File: config.mk
export PLATFORM = sky130hd
export DESIGN_NAME = systolic_sequencer
export DESIGN_NICKNAME = d
export VERILOG_FILES = /design/src/rtl/systolic_sequencer.sv
export SDC_FILE = /design/constraint.sdc
export NUM_CORES = 1
export LEC_CHECK = 0
export BUFFER_PORTS_ARGS = -buffer_cell sky130_fd_sc_hd__buf_4
export CAP_MARGIN = 20
export CORE_ASPECT_RATIO = 1.4
export CORE_MARGIN = 5
export CORE_UTILIZATION = 50
export DETAILED_ROUTE_END_ITERATION = 10
export HOLD_SLACK_MARGIN = 0.05
export PLACE_DENSITY = 0.73
export SLEW_MARGIN = 25
export SYNTH_ARGS = -nofsm -noshare
export SYNTH_HDL_FRONTEND = slang
export SYNTH_SLANG_ARGS = --single-unit
File: constraint.sdc
create_clock -name clk -period 3.03 [get_ports clk]
set_input_delay 0.606 -clock clk [delete_from_list [all_inputs] [get_ports clk]]
set_output_delay 0.606 -clock clk [all_outputs]
set_load 0.02 [all_outputs]
File: src/rtl/systolic_sequencer.sv
// Job controller for an N x N weight-stationary PE array: buffers a weight tile, pushes it
// down the columns, streams skewed activations in and deskews bottom-row psums into result vectors.
module systolic_sequencer #(
  parameter int N       = 4,
  parameter int MAX_VEC = 256,
  parameter int CW      = $clog2(MAX_VEC + 1)
) (
  input  logic            clk,
  input  logic            rst,
  input  logic            cfg_start,
  input  logic [1:0]      cfg_mode,
  input  logic [CW-1:0]   cfg_num_vec,
  output logic            busy,
  output logic            done,
  input  logic            w_valid,
  output logic            w_ready,
  input  logic [N*16-1:0] w_data,
  input  logic            a_valid,
  output logic            a_ready,
  input  logic [N*16-1:0] a_data,
  output logic [N*16-1:0] arr_weight,
  output logic [N-1:0]    arr_accept_w,
  output logic [N*16-1:0] arr_input,
  output logic [N-1:0]    arr_valid,
  output logic [N-1:0]    arr_switch,
  output logic            arr_enabled,
  output logic [1:0]      arr_mode,
  input  logic [N*32-1:0] arr_psum,
  input  logic [N-1:0]    arr_psum_valid,
  output logic            res_valid,
  output logic [N*32-1:0] res_data
);

  localparam int LW = (N > 1) ? $clog2(N) : 1;

  typedef enum logic [2:0] {S_IDLE, S_LOAD_W, S_PUSH_W, S_STREAM, S_DRAIN} state_t;

  state_t          state_q, state_d;
  logic [1:0]      mode_q, mode_d;
  logic [CW-1:0]   num_q, num_d;
  logic [CW-1:0]   acc_q, acc_d;
  logic [CW-1:0]   res_cnt_q, res_cnt_d;
  logic [LW-1:0]   wcnt_q, wcnt_d;
  logic [LW-1:0]   pcnt_q, pcnt_d;
  logic            done_q, done_d;
  logic [N*16-1:0] weight_q, weight_d;
  logic [N*16-1:0] bank_q [N];
  logic [N-1:0]    accept_q;
  logic            busy_q, w_ready_q, a_ready_q, en_q;
  logic            w_fire, a_fire, first_fire;
  logic [N-1:0]    res_v_w;
  logic            res_valid_w;
  logic            unused_res_v;

  assign w_fire      = w_valid & w_ready_q;
  assign a_fire      = a_valid & a_ready_q;
  assign first_fire  = a_fire & (acc_q == '0);
  assign res_valid_w = res_v_w[0];

  always_comb begin
    state_d   = state_q;
    mode_d    = mode_q;
    num_d     = num_q;
    acc_d     = acc_q;
    res_cnt_d = res_cnt_q;
    wcnt_d    = wcnt_q;
    pcnt_d    = pcnt_q;
    done_d    = 1'b0;
    weight_d  = '0;
    // Results can start arriving while later vectors are still being accepted.
    if ((state_q == S_STREAM || state_q == S_DRAIN) && res_valid_w)
      res_cnt_d = res_cnt_q + CW'(1);
    case (state_q)
      S_IDLE: begin
        if (cfg_start) begin
          mode_d    = cfg_mode;
          num_d     = cfg_num_vec;
          acc_d     = '0;
          res_cnt_d = '0;
          wcnt_d    = '0;
          pcnt_d    = '0;
          if (cfg_num_vec == '0) done_d = 1'b1;
          else                   state_d = S_LOAD_W;
        end
      end
      S_LOAD_W: begin
        if (w_fire) begin
          wcnt_d = wcnt_q + LW'(1);
          if (wcnt_q == LW'(N - 1)) begin
            state_d = S_PUSH_W;
            pcnt_d  = '0;
          end
        end
      end
      S_PUSH_W: begin
        pcnt_d = pcnt_q + LW'(1);
        if (pcnt_q == LW'(N - 1)) state_d = S_STREAM;
      end
      S_STREAM: begin
        if (a_fire) begin
          acc_d = acc_q + CW'(1);
          if (acc_d == num_q) state_d = S_DRAIN;
        end
      end
      S_DRAIN: begin
        if (res_valid_w && res_cnt_d == num_q) begin
          done_d  = 1'b1;
          state_d = S_IDLE;
        end
      end
      default: state_d = S_IDLE;
    endcase
    // The first pushed row (N-1) is the beat being written this cycle, so bypass the bank.
    if (state_d == S_PUSH_W)
      weight_d = (state_q == S_LOAD_W) ? w_data : bank_q[LW'(N - 1) - pcnt_d];
  end

  always_ff @(posedge clk) begin
    if (rst) begin
      state_q   <= S_IDLE;
      mode_q    <= '0;
      num_q     <= '0;
      acc_q     <= '0;
      res_cnt_q <= '0;
      wcnt_q    <= '0;
      pcnt_q    <= '0;
      done_q    <= 1'b0;
      busy_q    <= 1'b0;
      w_ready_q <= 1'b0;
      a_ready_q <= 1'b0;
      en_q      <= 1'b0;
      weight_q  <= '0;
      accept_q  <= '0;
      for (int k = 0; k < N; k++) bank_q[k] <= '0;
    end else begin
      state_q   <= state_d;
      mode_q    <= mode_d;
      num_q     <= num_d;
      acc_q     <= acc_d;
      res_cnt_q <= res_cnt_d;
      wcnt_q    <= wcnt_d;
      pcnt_q    <= pcnt_d;
      done_q    <= done_d;
      busy_q    <= (state_d != S_IDLE);
      w_ready_q <= (state_d == S_LOAD_W);
      a_ready_q <= (state_d == S_STREAM);
      en_q      <= (state_d != S_IDLE);
      weight_q  <= weight_d;
      accept_q  <= (state_d == S_PUSH_W && pcnt_d == LW'(N - 1)) ? '1 : '0;
      if (state_q == S_LOAD_W && w_fire) bank_q[wcnt_q] <= w_data;
    end
  end

  // West-edge skew: row gi sees each accepted beat gi cycles later than row 0.
  for (genvar gi = 0; gi < N; gi++) begin : g_row
    logic [gi:0][17:0] line_q;
    always_ff @(posedge clk) begin
      if (rst) begin
        line_q <= '0;
      end else begin
        line_q[0] <= {first_fire, a_fire, a_fire ? a_data[gi*16 +: 16] : 16'h0000};
        for (int k = 1; k <= gi; k++) line_q[k] <= line_q[k-1];
      end
    end
    assign arr_input[gi*16 +: 16] = line_q[gi][15:0];
    assign arr_valid[gi]          = line_q[gi][16];
    assign arr_switch[gi]         = line_q[gi][17];
  end

  // South-edge deskew: column gi arrives gi cycles late, so it waits N-1-gi stages plus output.
  for (genvar gi = 0; gi < N; gi++) begin : g_col
    localparam int D = N - gi;
    logic [D-1:0][32:0] dsk_q;
    always_ff @(posedge clk) begin
      if (rst) begin
        dsk_q <= '0;
      end else begin
        dsk_q[0] <= {arr_psum_valid[gi], arr_psum[gi*32 +: 32]};
        for (int k = 1; k < D; k++) dsk_q[k] <= dsk_q[k-1];
      end
    end
    assign res_data[gi*32 +: 32] = dsk_q[D-1][31:0];
    assign res_v_w[gi]           = dsk_q[D-1][32];
  end

  assign unused_res_v = ^res_v_w;

  assign busy         = busy_q;
  assign done         = done_q;
  assign w_ready      = w_ready_q;
  assign a_ready      = a_ready_q;
  assign arr_weight   = weight_q;
  assign arr_accept_w = accept_q;
  assign arr_enabled  = en_q;
  assign arr_mode     = mode_q;
  assign res_valid    = res_v_w[0];

endmodule

## Word level (Yosys, flattened, before mapping)

Memory sizes are Yosys's and may differ from the RTL's. A register that Yosys moved wholly into a read port is not among the register bits.
Cells that the tools add are included.

| storage, ports and cells | value |
|---|---|
| flip-flop bits (word level) | 542 |
| RAM bits | 256 |
| input bits | 276 |
| output and inout bits | 276 |
| logic and storage cells | 111 |
| memories kept | 1 |

| operators by class | value |
|---|---|
| add/subtract/negate cells | 5 |
| equal/unequal tests | 15 |
| mux-type cells | 35 |
| bitwise gates (word level) | 5 |
| reduce and logical (&&, ||, !) cells | 17 |

Memory list:

| memory | words | bits a word | rd ports | clocked after memory_dff | wr ports | line | source |
|---|---|---|---|---|---|---|---|
| bank_q | 4 | 64 | 1 | 1 | 4 | 47 | `logic [N*16-1:0] bank_q [N];` |

Operator list:

| cell | number |
|---|---|
| 64-bit two-way mux | 1 |
| 64-bit OR reduction | 1 |
| 9-bit two-way mux | 5 |
| 3-bit two-way mux | 8 |
| 9-bit by 1-bit adder with 9-bit output, second input constant | 2 |
| 9-bit equality test | 2 |
| 9-bit logical NOT | 2 |
| 9-bit one-hot mux with 2 select lines | 1 |
| 3-bit one-hot mux with 5 select lines | 1 |
| 3-bit by 2-bit equality test with 1-bit output, second input constant | 4 |
| 2-bit two-way mux | 6 |
| 1-bit two-way mux | 9 |
| 2-bit equality test, second input constant | 3 |
| 3-bit by 1-bit equality test with 1-bit output, second input constant | 2 |
| 2-bit inequality test, second input constant | 3 |
| 2-bit one-hot mux with 3 select lines | 1 |
| 3-bit AND reduction | 2 |
| 2-bit by 1-bit adder with 2-bit output, second input constant | 2 |
| 1-bit logical AND | 4 |
| 4-bit two-way mux | 1 |
| 2-bit one-hot mux with 2 select lines | 1 |
| 2-bit nonzero test | 2 |
| 2-bit OR reduction | 2 |
| 1-bit AND | 3 |
| other kinds (8) | 9 |

## Longest topological paths before layout

Gate-level depths: netlist of the first run.

| logic depth | value |
|---|---|
| depth in word-level cells | 11 |
| depth in mapped cells | 11 |
| mapped depth without buffers | 8 |

## Worst setup path before layout of the first run

OpenSTA, ideal clock, no wires.

| path | value |
|---|---|
| kind | input to register |
| start point | in rst |
| end point | mem bank_q[3][0] (netlist bit) (enable) |
| arrival time | 2.611 ns |
| path slack | 0.021 ns |
| stages | 5 |
| cells stage by stage | clkbuf_1 -> clkbuf_1 -> clkbuf_1 -> clkbuf_1 -> a31o_2 |

RTL lines:

| item | line | source |
|---|---|---|
| start, declared | 9 | `input logic rst,` |
| end, declared | 47 |  |

## Worst setup path after layout of the first run

| path | value |
|---|---|
| start point | reg wcnt_q[1] |
| end point | reg weight_q[31] (netlist: arr_weight[31]), read port of bank_q |

| between the ends | value |
|---|---|
| word-level cells in the longest chain between the ends | 7 |
| elaborated cells on any way between the ends | 11 |
| classes of those cells | add/sub: 1; eq/ne: 2; mux: 6; bitwise: 1; reduce/logical: 1 |

Ends and longest elaborated chain:

| item | line | source |
|---|---|---|
| start, declared | 43 | `logic [LW-1:0] wcnt_q, wcnt_d;` |
| start signal, assigned | 141 | `wcnt_q <= wcnt_d;` |
| 2-bit equality test (*) | 89 | `if (wcnt_q == LW'(N - 1)) begin` |
| 3-bit two-way mux | 89 |  |
| 3-bit two-way mux | 87 | `if (w_fire) begin` |
| 3-bit one-hot mux with 5 select lines | 73 | `case (state_q)` |
| 3-bit by 2-bit equality test with 1-bit output | 114 | `if (state_d == S_PUSH_W)` |
| 1-bit inverter (no line) | - |  |
| 2-bit OR reduction (no line) | - |  |
| end, declared | 46 | `logic [N*16-1:0] weight_q, weight_d;` |

Every way passes the cells marked *; elsewhere a longest branch is shown, timed or not.
A chain may end at the register's enable or synchronous reset.

==> results of run 1 <==
## path summary, 6_finish.rpt
check                       endpoint
setup / recovery      arr_weight[31]
setup reg to reg      arr_weight[31]
hold / removal    g_row[3].line_q[9]
hold reg to reg   g_col[0].dsk_q[82]
## worst max-delay path: cells and delay by family (launching register included)
| kind | cells | cell delay (ps) |
|---|---|---|
| AO/OA/AOI/OAI | 3 | 730 |
| adder cells (fa/ha/maj) | 1 | 200 |
| buffers and inverters | 2 | 460 |
| flip-flops | 1 | 440 |
| multiplexers | 2 | 590 |
| AND/OR/NAND/NOR | 2 | 210 |
## layer usage
layer	vias to the layer above	GRT usage, %	wire length (um)
met5	-	0	13
met4	2	6.94	1910
met3	105	6.58	6320
met2	598	36.9	35700
met1	8583	22.0	24700
li1	8521	-	-
## cell usage after synthesis (6+ instances only)
cell type / number / area, um2
xor2_1: 11 / 96.3
a21oi_1: 27 / 135
nand2_1: 43 / 161
edfxtp_1: 256 / 7690
buf_6: 10 / 113
xnor2_1: 19 / 166
nor2b_1: 497 / 3110
dfxtp_1: 597 / 12000
mux2i_1: 65 / 651
buf_2: 9 / 45.0
nor2_1: 96 / 360
nand3_1: 13 / 65.1
buf_4: 158 / 1190
nor3_1: 10 / 50.1
o21ai_0: 9 / 45.0
clkbuf_1: 116 / 435
o2111ai_1: 6 / 52.6
mux4_2: 64 / 1440
and2_1: 324 / 2030
## cell type report
type | count | area [um2]
Fill cell | 4741 | 23700
Sequential cell | 853 | 19600
Multi-Input combinational cell | 1261 | 9050
Timing Repair Buffer | 582 | 4580
Clock buffer | 111 | 2270
Tap cell | 817 | 1020
Clock inverter | 33 | 368
Inverter | 5 | 18.8
Antenna cell | 5 | 12.5
## logic make-up after synthesis
family          synth area share (%)
compound gates                  1.62
buf+inv                         5.94
xor+xnor                       0.863
flops                           64.5
mux                             6.98
fa+ha+maj                      0.205
simple gates                    19.9
## power groups by stage
| stage | Clock (mW) | Sequential, mW | Combinational (mW) |
|---|---|---|---|
| 2_1_floorplan | 0 | 12.4 | 0.519 |
| 4_1_cts | 10.2 | 12.1 | 1.05 |
| 5_1_grt | 10.7 | 12.2 | 1.13 |
| 3_5_place_dp | 0 | 12.4 | 1.04 |
| 6_report | 9.93 | 12.1 | 1.03 |
| 3_3_place_gp | 0 | 12.4 | 1.02 |
## state kept, by name (all words and copies together) (netlist names)
register      count
bank_q          256
g_col.dsk_q     227
g_row.line_q    114
res_data         96
arr_weight       64
arr_input        48
acc_q             9
num_q             9
res_cnt_q         9
arr_switch        3
arr_valid         3
state_q           3
arr_mode          2
pcnt_q            2
wcnt_q            2
a_ready           1
arr_accept_w      1
arr_enabled       1
done              1
res_valid         1
w_ready           1
## stage by stage
stage | instances | utilization (%)
after floorplan | 2415 | -
after global placement | 3518 | 56.6
after detailed placement | 3518 | 56.6
after CTS | 3662 | 60.9
after global routing | 3666 | 60.9
final | 3667 | 60.9
==> flow_summary_export.csv, run 1 <==
group,metric,value,unit
setup_path,crit_type,"reg2reg",
pwr,p_leak,15.6,nW
sta,fin_setup_tns,0,ps
sta,hold_ws,179,ps
detailed_routing,dr_total_vias,17809,
synthesis,yosysWarnings,0,
job,drv_cap,0,
placed_design,post-place-ws,174,ps
synthesis,synth_top_flop_cell,"dfxtp_1",
cts,cts-resized-gates,0,
cts,numCtsBuffers,79,
sta,setup_viol,0,
sta,rsz0062_at_grt,"false",
floorplanning,initial_core_util,50.2,%
synthesis,ys_seq_elements,853,
sta,relSlewSlack,43.6,%
detailed_routing,wl_per_cell,18.7,um
detailed_routing,drt_iter0_drc,820,
cts,htree_levels,3,
detailed_routing,postRouteAntennaNets,0,
cts,clk_path_buf_depth,3,
min_path,hold_depth,2,
pwr,combPwrFrac,4.5,%
sta,tightest_slew,846,ps
placed_design,postPlaceCellArea,34300,um2
setup_path,required,3520,ps
floorplanning,core_area,60600,um2
pwr,p_switching,4.92,mW
sta,fmax,357,MHz
placed_design,port_buffers,548,
pwr,p_sw_share,21.3,%
global_routing,grt_pass1_wl,104000,um
synthesis,netlist_instances,2415,
cells_and_area,stdcell_area,37000,um2
detailed_routing,via_per_inst,4.86,
sta,fin_crit_sh,92.5,%
global_routing,antenna_found_initial,5,
synthesis,synthDistinctLibCells,59,
sta,fin_ws,229,ps
setup_path,crit_arrival,3290,ps
floorplanning,dieArea,66000,um2
placed_design,place.gp.congestion,0.802,
pwr,power,23.1,mW
global_routing,grt_max_degree,143,
floorplanning,row_count,107,
cts,cts-root-buf,"clkbuf_16",
pwr,power_density,625,nW/um2
min_path,hold_class,"in2reg",
synthesis,synth_fp_nets,2696,
cts,cts_tree,"built",
status,status,"finished, final reports clean",
cells_and_area,nets,3063,
cts,path_clk_slew,70,ps
setup_path,ff2ff_setup_slack,230,ps
cells_and_area,final_common_cell,"dfxtp_1",
sta,fin_crit,2800,ps
sta,slew_viol_final,0,
setup_path,rr_worst_depth,10,
detailed_routing,drc,0,
synthesis,synth_area,30400,um2
pwr,clkPwrFrac,43.0,%
floorplanning,dieWidth,219,um
pwr,pwr-share-seq,52.5,%
detailed_routing,dr.pass1.iters,5,
setup_path,crit_path_start,"wcnt_q[1]",
synthesis,synth-edff-count,256,
global_routing,grt_remaining_overflow,0,
setup_path,crit_fanout,18,
setup_path,cp_slowest_cell,"dfxtp_1",
global_routing,grt_pass1_vias,18755,
synthesis,yosysSeqAreaShare,64.5,%
setup_path,regToRegStartpoint,"wcnt_q[1]",
detailed_routing,routed_wl,68600,um
global_routing,grtUsageTotal,20.2,%
floorplanning,io_pins,552,
sta,finalHoldViolations,0,
setup_path,cp-end-kind,"flip-flop",
min_path,hold_start,"a_data[57]",
cells_and_area,drive_gt1_share,27.6,%
setup_path,critPathMaxStageDelay,440,ps
pwr,p_int,18.2,mW
setup_path,start_kind,"flip-flop",
synthesis,synth_area_per_cell,12.6,um2
cts,cts_setup_buffers,0,
pwr,vdd_drop_max,0.481,mV
cells_and_area,synthToLayoutAreaGrowth,21.4,%
synthesis,async_reset_ff_share,0,%
cts,clk_latency,630,ps
cts,postCtsHoldBufs,0,
floorplanning,fp.dieH,302,um
cells_and_area,final_cell_mix,"dfxtp_1 (597), buf_4 (564), nor2b_1 (497)",
cts,clock-sinks,853,
placed_design,hpwl,43900,um
setup_path,worstPathCellList,"ha_1 -> nand3_1 -> a211o_1 -> a22oi_2 -> mux2_2 -> a22oi_2 -> buf_12 -> buf_12 -> mux2i_1 -> nor2_1",
sta,skew,14.3,ps
No activity file was read; power rests on OpenSTA's default activity.
==> run 2, diff against run 1 <==
--- a/config.mk
+++ b/config.mk
@@ -9,10 +9,10 @@
 export CAP_MARGIN = 20
 export CORE_ASPECT_RATIO = 1.4
 export CORE_MARGIN = 5
-export CORE_UTILIZATION = 50
+export CORE_UTILIZATION = 45
 export DETAILED_ROUTE_END_ITERATION = 10
 export HOLD_SLACK_MARGIN = 0.05
-export PLACE_DENSITY = 0.73
+export PLACE_DENSITY = 0.66
 export SLEW_MARGIN = 25
 export SYNTH_ARGS = -nofsm -noshare
 export SYNTH_HDL_FRONTEND = slang
==> constraint.sdc (replaced) <==
create_clock -name clk -period 3.03 [get_ports clk]
set_input_delay 0.303 -clock clk [delete_from_list [all_inputs] [get_ports clk]]
set_output_delay 0.303 -clock clk [all_outputs]
set_load 0.02 [all_outputs]
==> run 2 against run 1 <==
Effect of this change: flip-flop and latch count did not move; critical path depth fell by 1; register-to-register slack worse by 40 ps; clock power rose by 4%; first-iteration DRC count grew 4.1%; die area up 11%; power up 2.9%; cell count increased by 8.6%; design area up 7.8%; largest cell class unchanged.
==> flow_summary_export.csv, run 2 (synthesis gave the netlist of run 1 again) <==
group,metric,value,unit
pwr,p_int,18.7,mW
pwr,p_sw_share,21.3,%
cts,path_clk_slew,60,ps
pwr,power_density,596,nW/um2
pwr,vdd_drop_max,0.466,mV
detailed_routing,drt_iter0_drc,854,
floorplanning,fp.dieH,318,um
sta,hold_ws,114,ps
cells_and_area,synthToLayoutAreaGrowth,30.9,%
sta,fin_setup_tns,0,ps
sta,fin_crit_sh,93.7,%
sta,setup_viol,0,
setup_path,crit_type,"reg2reg",
cts,cts_tree,"built",
placed_design,dp_cells,3561,
cts,clk_path_buf_depth,3,
floorplanning,row_count,112,
sta,relSlewSlack,41.1,%
min_path,hold_class,"in2reg",
cells_and_area,drive_gt1_share,25.7,%
cells_and_area,top_regs,"bank_q: 256 flops, g_col.dsk_q: 227 flops, g_row.line_q: 114 flops",
detailed_routing,via_per_inst,4.73,
sta,fin_crit,2840,ps
cells_and_area,postLayoutCoreUtil,59.6,%
pwr,power,23.8,mW
sta,tightest_slew,883,ps
pwr,p_leak,16.8,nW
detailed_routing,postRouteAntennaNets,0,
placed_design,postPlaceCellArea,34400,um2
detailed_routing,dr.pass1.iters,4,
cells_and_area,largest_reg_flops,256,
floorplanning,io_pins,552,
floorplanning,dieWidth,230,um
placed_design,place.gp.congestion,0.817,
detailed_routing,dr_total_vias,18823,
global_routing,grt_pass1_wl,115000,um
cts,cts_setup_buffers,0,
floorplanning,initial_core_util,45.5,%
placed_design,post-place-ws,218,ps
pwr,combPwrFrac,5.7,%
cells_and_area,nets,3337,
sta,fin_ws,191,ps
placed_design,port_buffers,548,
detailed_routing,wl_per_cell,18.7,um
sta,fmax,352,MHz
cts,numCtsBuffers,80,
floorplanning,dieArea,73000,um2
global_routing,grtUsageTotal,19.9,%
global_routing,grt_max_degree,173,
placed_design,hpwl,45400,um
cells_and_area,largest_register,"bank_q",
global_routing,grt_remaining_overflow,0,
floorplanning,core_area,66800,um2
setup_path,crit_fanout,25,
sta,finalHoldViolations,0,
cts,htree_levels,3,
sta,slew_viol_final,0,
cells_and_area,final_cell_mix,"dfxtp_1 (597), buf_4 (569), nor2b_1 (497)",
global_routing,grt_pass1_vias,20184,
cts,clk_latency,640,ps
setup_path,cp-end-kind,"flip-flop",
cells_and_area,stdcell_area,39800,um2
cts,clock-sinks,853,
sta,skew,15.2,ps
status,status,"finished, final reports clean",
pwr,clkPwrFrac,43.2,%
setup_path,required,3520,ps
detailed_routing,routed_wl,74600,um
cells_and_area,final_common_cell,"dfxtp_1",
cts,cts-root-buf,"clkbuf_16",
detailed_routing,drc,0,
pwr,p_switching,5.07,mW
job,drv_cap,0,
cells_and_area,final_cells,3982,
setup_path,crit_arrival,3330,ps
pwr,pwr-share-seq,51.1,%
sta,rsz0062_at_grt,"false",
global_routing,antenna_found_initial,9,
setup_path,start_kind,"flip-flop",
run 2: cell count changes in the layout (fill, tap and decap cells not counted), moves of 3 or more:
cell,change
bufinv_16,+3
dlygate4sd3_1,+268
inv_4,+3
clkbuf_1,-9
clkinv_4,+3
clkbuf_8,+6
buf_4,+5
run 2: power by group through the flow:
stage	Clock [mW]	Sequential [mW]	Combinational [mW]
2_1_floorplan	0	12.4	0.519
6_report	10.3	12.1	1.36
3_3_place_gp	0	12.4	1.04
5_1_grt	11.0	12.2	1.46
4_1_cts	10.6	12.1	1.36
3_5_place_dp	0	12.4	1.06
run 2: area by class of cell:
type | instances | area [um2]
antenna | 7 | 17.5
clock buffer | 107 | 2280
clock inverter | 39 | 464
fill | 5082 | 27000
inverter | 5 | 18.8
multi-input combinational | 1261 | 9050
sequential | 853 | 19600
tap | 855 | 1070
timing repair buffer | 855 | 7310
run 2: routing by layer:
metal  up-vias  GRT usage (%)  share of wire [%]
li1       9096              -                  -
met1      9020           22.4                 39
met2       584           36.2                 51
met3       117           5.85                7.4
met4         6           6.37                2.7
met5         -              0              0.046
run 2: repair_timing:
item | CTS | global route
gates resized for setup | 0 | 0
hold buffers | 268 | 0
hold endpoints to repair | 511 | 0
run 2: critical path, stage by stage, from the launching register on:
cell and delay, ps:
dfxtp_1 450, ha_1 200, nand3_1 140, a211o_1 380
a22oi_2 170, mux2_2 360, a22oi_2 380, buf_12 290
mux2i_1 220, nor2_1 70
run 2: final timing paths:
check | end | slack (ps) | cells past startpoint | from
setup / recovery | arr_weight[35] | 190 | 9 | wcnt_q[1]
hold / removal | pcnt_q[1] | 110 | 2 | rst
setup reg to reg | arr_weight[35] | 190 | 9 | wcnt_q[1]
hold reg to reg | g_row[2].line_q[25] | 430 | 1 | g_row[2].line_q[7]
